File: src/rtl/bcd_seg7_scan.sv
// bcd_seg7_scan: multiplexed common-anode 7-segment driver for a packed BCD word.
// Define SEG7_BLANK_LZ_EN to blank leading-zero digits.
module bcd_seg7_scan #(
    parameter int DIGITS      = 3,
    parameter int REFRESH_DIV = 50000
) (
    input  logic                  clk,
    input  logic                  rst,
    input  logic                  load,
    input  logic [4*DIGITS-1:0]   bcd_in,
    output logic [6:0]            seg,
    output logic [DIGITS-1:0]     an
);
    localparam int CW = $clog2(REFRESH_DIV);
    localparam int IW = DIGITS > 1 ? $clog2(DIGITS) : 1;

    logic [4*DIGITS-1:0] snap;
    logic [CW-1:0]       count;
    logic [IW-1:0]       idx;
    logic                tick;
    logic [3:0]          nib;
    logic                blank_lz;

    function automatic logic [6:0] decode(input logic [3:0] d);
        case (d)
            4'd0:    decode = 7'b1000000;
            4'd1:    decode = 7'b1111001;
            4'd2:    decode = 7'b0100100;
            4'd3:    decode = 7'b0110000;
            4'd4:    decode = 7'b0011001;
            4'd5:    decode = 7'b0010010;
            4'd6:    decode = 7'b0000010;
            4'd7:    decode = 7'b1111000;
            4'd8:    decode = 7'b0000000;
            4'd9:    decode = 7'b0010000;
            default: decode = 7'b0111111;
        endcase
    endfunction

    assign tick = count == CW'(REFRESH_DIV - 1);
    assign nib  = snap[4*idx +: 4];

`ifdef SEG7_BLANK_LZ_EN
    // lz[k] is set when nibble k and every higher nibble are zero
    logic [DIGITS:0] lz;
    always_comb begin
        lz = '1;
        for (int k = DIGITS - 1; k >= 0; k--)
            lz[k] = lz[k+1] && snap[4*k +: 4] == 4'd0;
        blank_lz = idx != '0 && lz[idx];
    end
`else
    assign blank_lz = 1'b0;
`endif

    always_ff @(posedge clk or posedge rst) begin
        if (rst) begin
            snap  <= '0;
            count <= '0;
            idx   <= '0;
            an    <= '1;
            seg   <= 7'b1111111;
        end else begin
            if (load)
                snap <= bcd_in;
            count <= tick ? '0 : count + 1'b1;
            if (tick)
                idx <= idx == IW'(DIGITS - 1) ? '0 : idx + 1'b1;
            an  <= tick ? '1 : ~(DIGITS'(1) << idx);
            seg <= tick || blank_lz ? 7'b1111111 : decode(nib);
        end
    end
endmodule

File: config.mk
export PLATFORM = sky130hd
export DESIGN_NAME = bcd_seg7_scan
export DESIGN_NICKNAME = d
export VERILOG_FILES = /design/src/rtl/bcd_seg7_scan.sv
export SDC_FILE = /design/constraint.sdc
export NUM_CORES = 1
export LEC_CHECK = 0
export ABC_AREA = 1
export BUFFER_PORTS_ARGS = -buffer_cell sky130_fd_sc_hd__buf_4
export CAP_MARGIN = 20
export CORE_ASPECT_RATIO = 1.5
export CORE_MARGIN = 10
export CORE_UTILIZATION = 62
export CTS_CLUSTER_DIAMETER = 100
export DETAILED_ROUTE_END_ITERATION = 10
export PLACE_DENSITY_LB_ADDON = 0.25
export SYNTH_ARGS = -nofsm -noshare
export SYNTH_HDL_FRONTEND = slang
export SYNTH_SLANG_ARGS = --single-unit
File: constraint.sdc
create_clock -name clk -period 2.4 [get_ports clk]
set_input_delay 0.48 -clock clk [delete_from_list [all_inputs] [get_ports clk]]
set_output_delay 0.48 -clock clk [all_outputs]
set_load 0.02 [all_outputs]
Word level (Yosys, flattened, before mapping)
Memories as Yosys holds them, arrays and structs flattened.
Cells that the tools add are included.

storage, ports and cells
  flip-flop bits (word level) = 40
  bits in read-only memories = 112
  input bits = 15
  output and inout bits = 10
  word-level logic and storage cells = 17
  memories kept = 1

cells by class
  $add $sub $neg = 2
  eq/ne operators = 2
  shift operators = 2
  multiplexer cells = 4
  bitwise logic cells = 1

memories
  memory           depth  width  read ports  clocked after Yosys merged registers in  wr ports  line  source
  (no name shown)  16     7      1           0                                        0         25    case (d)

operator list
  operator                                                           count
  16-bit by 1-bit adder with 16-bit output, second input constant    1
  16-bit == test, second input constant                              1
  16-bit two-way mux                                                 1
  12-bit by 5-bit variable part select with 4-bit output             1
  7-bit two-way mux                                                  1
  3-bit two-way mux                                                  1
  3-bit NOT                                                          1
  1-bit by 2-bit left shift with 3-bit output, first input constant  1
  2-bit by 1-bit adder with 2-bit output, second input constant      1
  2-bit == test, second input constant                               1
  2-bit two-way mux                                                  1

Longest topological paths before layout
  word-level depth = 3
  depth in mapped cells = 10
  gate-level depth less buffers = 10

Worst setup path after synthesis
Ideal clock, no wire load.

  path kind = register -> register
  from = register idx[1]
  to = register seg[6]
  library setup time = 0.078 ns
  arrival time = 1.364 ns
  data required time = 2.322 ns
  slack = 0.958 ns
  stages on the path, launching flop included = 10
  buffers on the path = 0
  clock period less this slack = 1.442 ns
  cell sequence = dfrtp_1 inv_2 nand2_4 nor2_1 nor2_2 inv_1 ha_1 nand3b_1 nand3_1 nand2_1

on the way
  cells in the longest elaborated chain, start to end = 3

ends and longest elaborated chain
  what                                                    line  source
  from (decl)                                             19    logic [IW-1:0] idx;
  from (signal assigned)                                  68    idx <= idx == IW'(DIGITS - 1) ? '0 : idx + 1'b1;
  12-bit by 5-bit variable part select with 4-bit output  41    assign nib = snap[4*idx +: 4];
  memory read 16 x 7 bit                                  -
  7-bit two-way mux                                       70    seg <= tick || blank_lz ? 7'b1111111 : decode(nib);
  to (signal assigned)                                    70
  to (decl)                                               11    output logic [6:0] seg,

No other way between the ends.
A chain may end at the register's enable or synchronous reset.

Final worst setup path
  from = register count[0]
  to = register idx[1]

on the way
  cells in the longest elaborated chain, start to end = 1

ends and longest elaborated chain
  what                    line  source
  from (decl)             18    logic [CW-1:0] count;
  from (signal assigned)  66    count <= tick ? '0 : count + 1'b1;
  16-bit == test          40    assign tick = count == CW'(REFRESH_DIV - 1);

No other way between the ends.

==> impl_metrics.csv <==
group,metric,value,unit
min_path,hold_class,"input port to async pin",
floorplan,ios,25,
setup_path,crit_family,"simple AND/OR/NAND/NOR gates",
setup_path,rr_worst_depth,9,
placed_design,place.gp.congestion,0.873,
setup_path,rrSetupSlack,630,ps
logic_synthesis,yosys.cell_count.top_type,"nand2_1",
cts,numCtsBuffers,5,
global_route,first_global_vias,1681,
floorplan,dieArea,6150,um^2
setup_path,crit_buf_inv,2,
cts,cts_tree,"built",
timing,min_period,1770,ps
setup_path,path_depth,9,
setup_path,crit_path_end_kind,"flip-flop",
logic_synthesis,synth-edff-count,0,
floorplan,num_rows,25,
floorplan,die_h,91.2,um
timing,rsz0062_at_grt,"false",
pwr,p_leak,1.30,nW
timing,fin_skew,11.1,ps
global_route,antenna_found_initial,0,
job,maxCapViolations,0,
routing,wirelength,4.20,mm
routing,post_drt_wl_per_cell,13.4,um
timing,finalMaxSlewViolations,0,
cts,cts.reportedPaths.clkPinSlew,80,ps
routing,avgViaCountPerCell,5.12,
floorplan,die_x,67.5,um
logic_synthesis,synth_top_area_share,35.8,%
timing,fmax,564,MHz
layout,fin_area,2440,um^2
setup_path,cp_cell_sequence,"ha_1 > nand2_1 > inv_2 > nand2_1 > nor2_1 > nand2_1 > inv_1 > nand2_1 > nand2_1",
setup_path,critical_path_class,"flip-flop to flip-flop",
floorplan,core-area,3190,um^2
logic_synthesis,ys_async_sr_fraction,100,%
layout,num_antenna_cells,0,
setup_path,arrival,1960,ps
layout,n_fill_cell,236,
setup_path,cp-start-kind,"flip-flop",
layout,drive_gt1_share,27.7,%
pwr,p_per_area,632,nW/um^2
timing,hold_violations,0,
setup_path,critical-path-slowest-cell,"dfrtp_1",
logic_synthesis,synth_area_per_cell,8.58,um^2
outcome,outcome,"finished clean",
global_route,grt_pass1_wl,7.33,mm
routing,drt_iter0_drc,79,
logic_synthesis,ys_types,25,
placed_design,portBuffers,24,
cts,worstSkewPairLatency,300,ps
cts,cts_setup_buffers,0,
setup_path,crit_top_cell,"nand2_1",
logic_synthesis,yosys_most_used_dff,"dfrtp_1",
cts,htree_levels,2,
routing,vias,1609,
logic_synthesis,synth.largest_area_cell,"dfrtp_1",
cts,cts.sinks,40,
routing,route.detailed.drc,0,
layout,synthToLayoutAreaGrowth,16.5,%
logic_synthesis,ys_ff_latch,40,
cts,ctsResizeCount,0,
routing,dr.pass1.iters,4,
cts,cts_root_buf,"clkbuf_8",
setup_path,required,2590,ps
layout,utilization,76.5,%
global_route,grt_start_max_net_pins,41,
timing,post-route-period-util,73.9,%
logic_synthesis,yosysWarnings,0,
logic_synthesis,synth_commonest_cells,"nand2_1, nor2_1, dfrtp_1, inv_1, nand3_1",
global_route,grt_usage,15.3,%
layout,nets,295,
placed_design,place_area,2310,um^2
timing,setup_tns,0,ps
cts,cts_hold_buf,0,
logic_synthesis,synthTopCellsByArea,"dfrtp_1, dfstp_2, nand2_1",
logic_synthesis,syn-num-nets,266,
logic_synthesis,netlist_area,2090,um^2
floorplan,start_util,65.6,%
setup_path,critical-path-max-stage-delay,420,ps
setup_path,crit_fanout,15,
timing,setup_violations,0,
timing,slew_headroom,63.7,%
routing,ant_nets,0,
timing,worst_pin_slew,543,ps
pwr,p_total,1.54,mW
cts,clk_path_buf_depth,2,
pwr,peakVddDrop,603,uV
logic_synthesis,yosysSeqAreaShare,48.4,%
logic_synthesis,syn_inst,244,
placed_design,hpwl,3.18,mm
global_route,grt_overflow,0,
## stage by stage
stage / hold WS, ps / worst slack [ps] / std cells
detailed placement: 489 / 671 / 306
CTS: 312 / 638 / 314
global route: 328 / 507 / 314
finish: 285 / 626 / 314
floorplan: 452 / 958 / 244
global placement: 468 / 754 / 306
## cell type report
| cell class | count | area [um^2] | area share, % |
|---|---|---|---|
| Multi-Input combinational cell | 165 | 926 | 37.9 |
| Inverter | 36 | 138 | 5.64 |
| Sequential cell | 40 | 1010 | 41.5 |
| Tap cell | 40 | 50.0 | 2.05 |
| Clock buffer | 7 | 96.3 | 3.95 |
| Timing Repair Buffer | 25 | 188 | 7.69 |
| Clock inverter | 1 | 30.0 | 1.23 |
## kinds of logic (layout without fill, tap and decap cells)
family | Yosys count | after routing | synth area share [%]
AOI/OAI and AO/OA | 12 | 12 | 3.17
xor gates and xnor gates | 4 | 4 | 1.67
adders and majority gates | 7 | 7 | 4.18
buffers and inverters | 39 | 69 | 7.41
DFF | 40 | 40 | 48.4
muxes | 8 | 8 | 4.30
and+or+nand+nor | 134 | 134 | 30.9
## flip-flops by register name, indices dropped and copies added (netlist names)
name / flops
snap: 12
idx: 2
seg: 7
an: 3
count: 16
## metal layers
| layer | GRT usage [%] | vias to the layer above | wire (um) |
|---|---|---|---|
| met5 | 0 | - | 0 |
| met1 | 15.4 | 746 | 1560 |
| met4 | 9.28 | 0 | 138 |
| met2 | 27.2 | 33 | 2380 |
| li1 | - | 817 | - |
| met3 | 2.83 | 13 | 129 |
## final timing paths
path                                  end  startpoint
worst max-delay path               idx[1]    count[0]
worst min-delay path            count[15]         rst
worst max register to register     idx[1]    count[0]
worst min register to register   count[0]    count[0]
max in group asynchronous          seg[6]         rst
min in group clk                  snap[1]   bcd_in[1]
## power breakdown
| part | total, mW | switching (mW) | internal [mW] |
|---|---|---|---|
| logic | 0.199 | 0.114 | 0.0850 |
| registers | 0.740 | 0.0147 | 0.725 |
| clock network | 0.604 | 0.237 | 0.367 |
## placed cells by master, fill, tap and decap left out, types with 4 or more instances in the layout
| master | count |
|---|---|
| clkbuf_8 | 7 |
| nand2_4 | 4 |
| ha_1 | 7 |
| dfrtp_1 | 30 |
| nand2_1 | 51 |
| inv_1 | 30 |
| nor2_1 | 33 |
| inv_2 | 5 |
| nand3_2 | 5 |
| nand3_1 | 26 |
| buf_4 | 25 |
| xor2_1 | 4 |
| mux2_2 | 8 |
| dfstp_2 | 10 |
| o21ai_0 | 8 |
## worst min-delay path, stage by stage
cell and delay, ps:
buf_4 100, inv_1 40, buf_4 400
No activity file was read; power rests on OpenSTA's default activity.
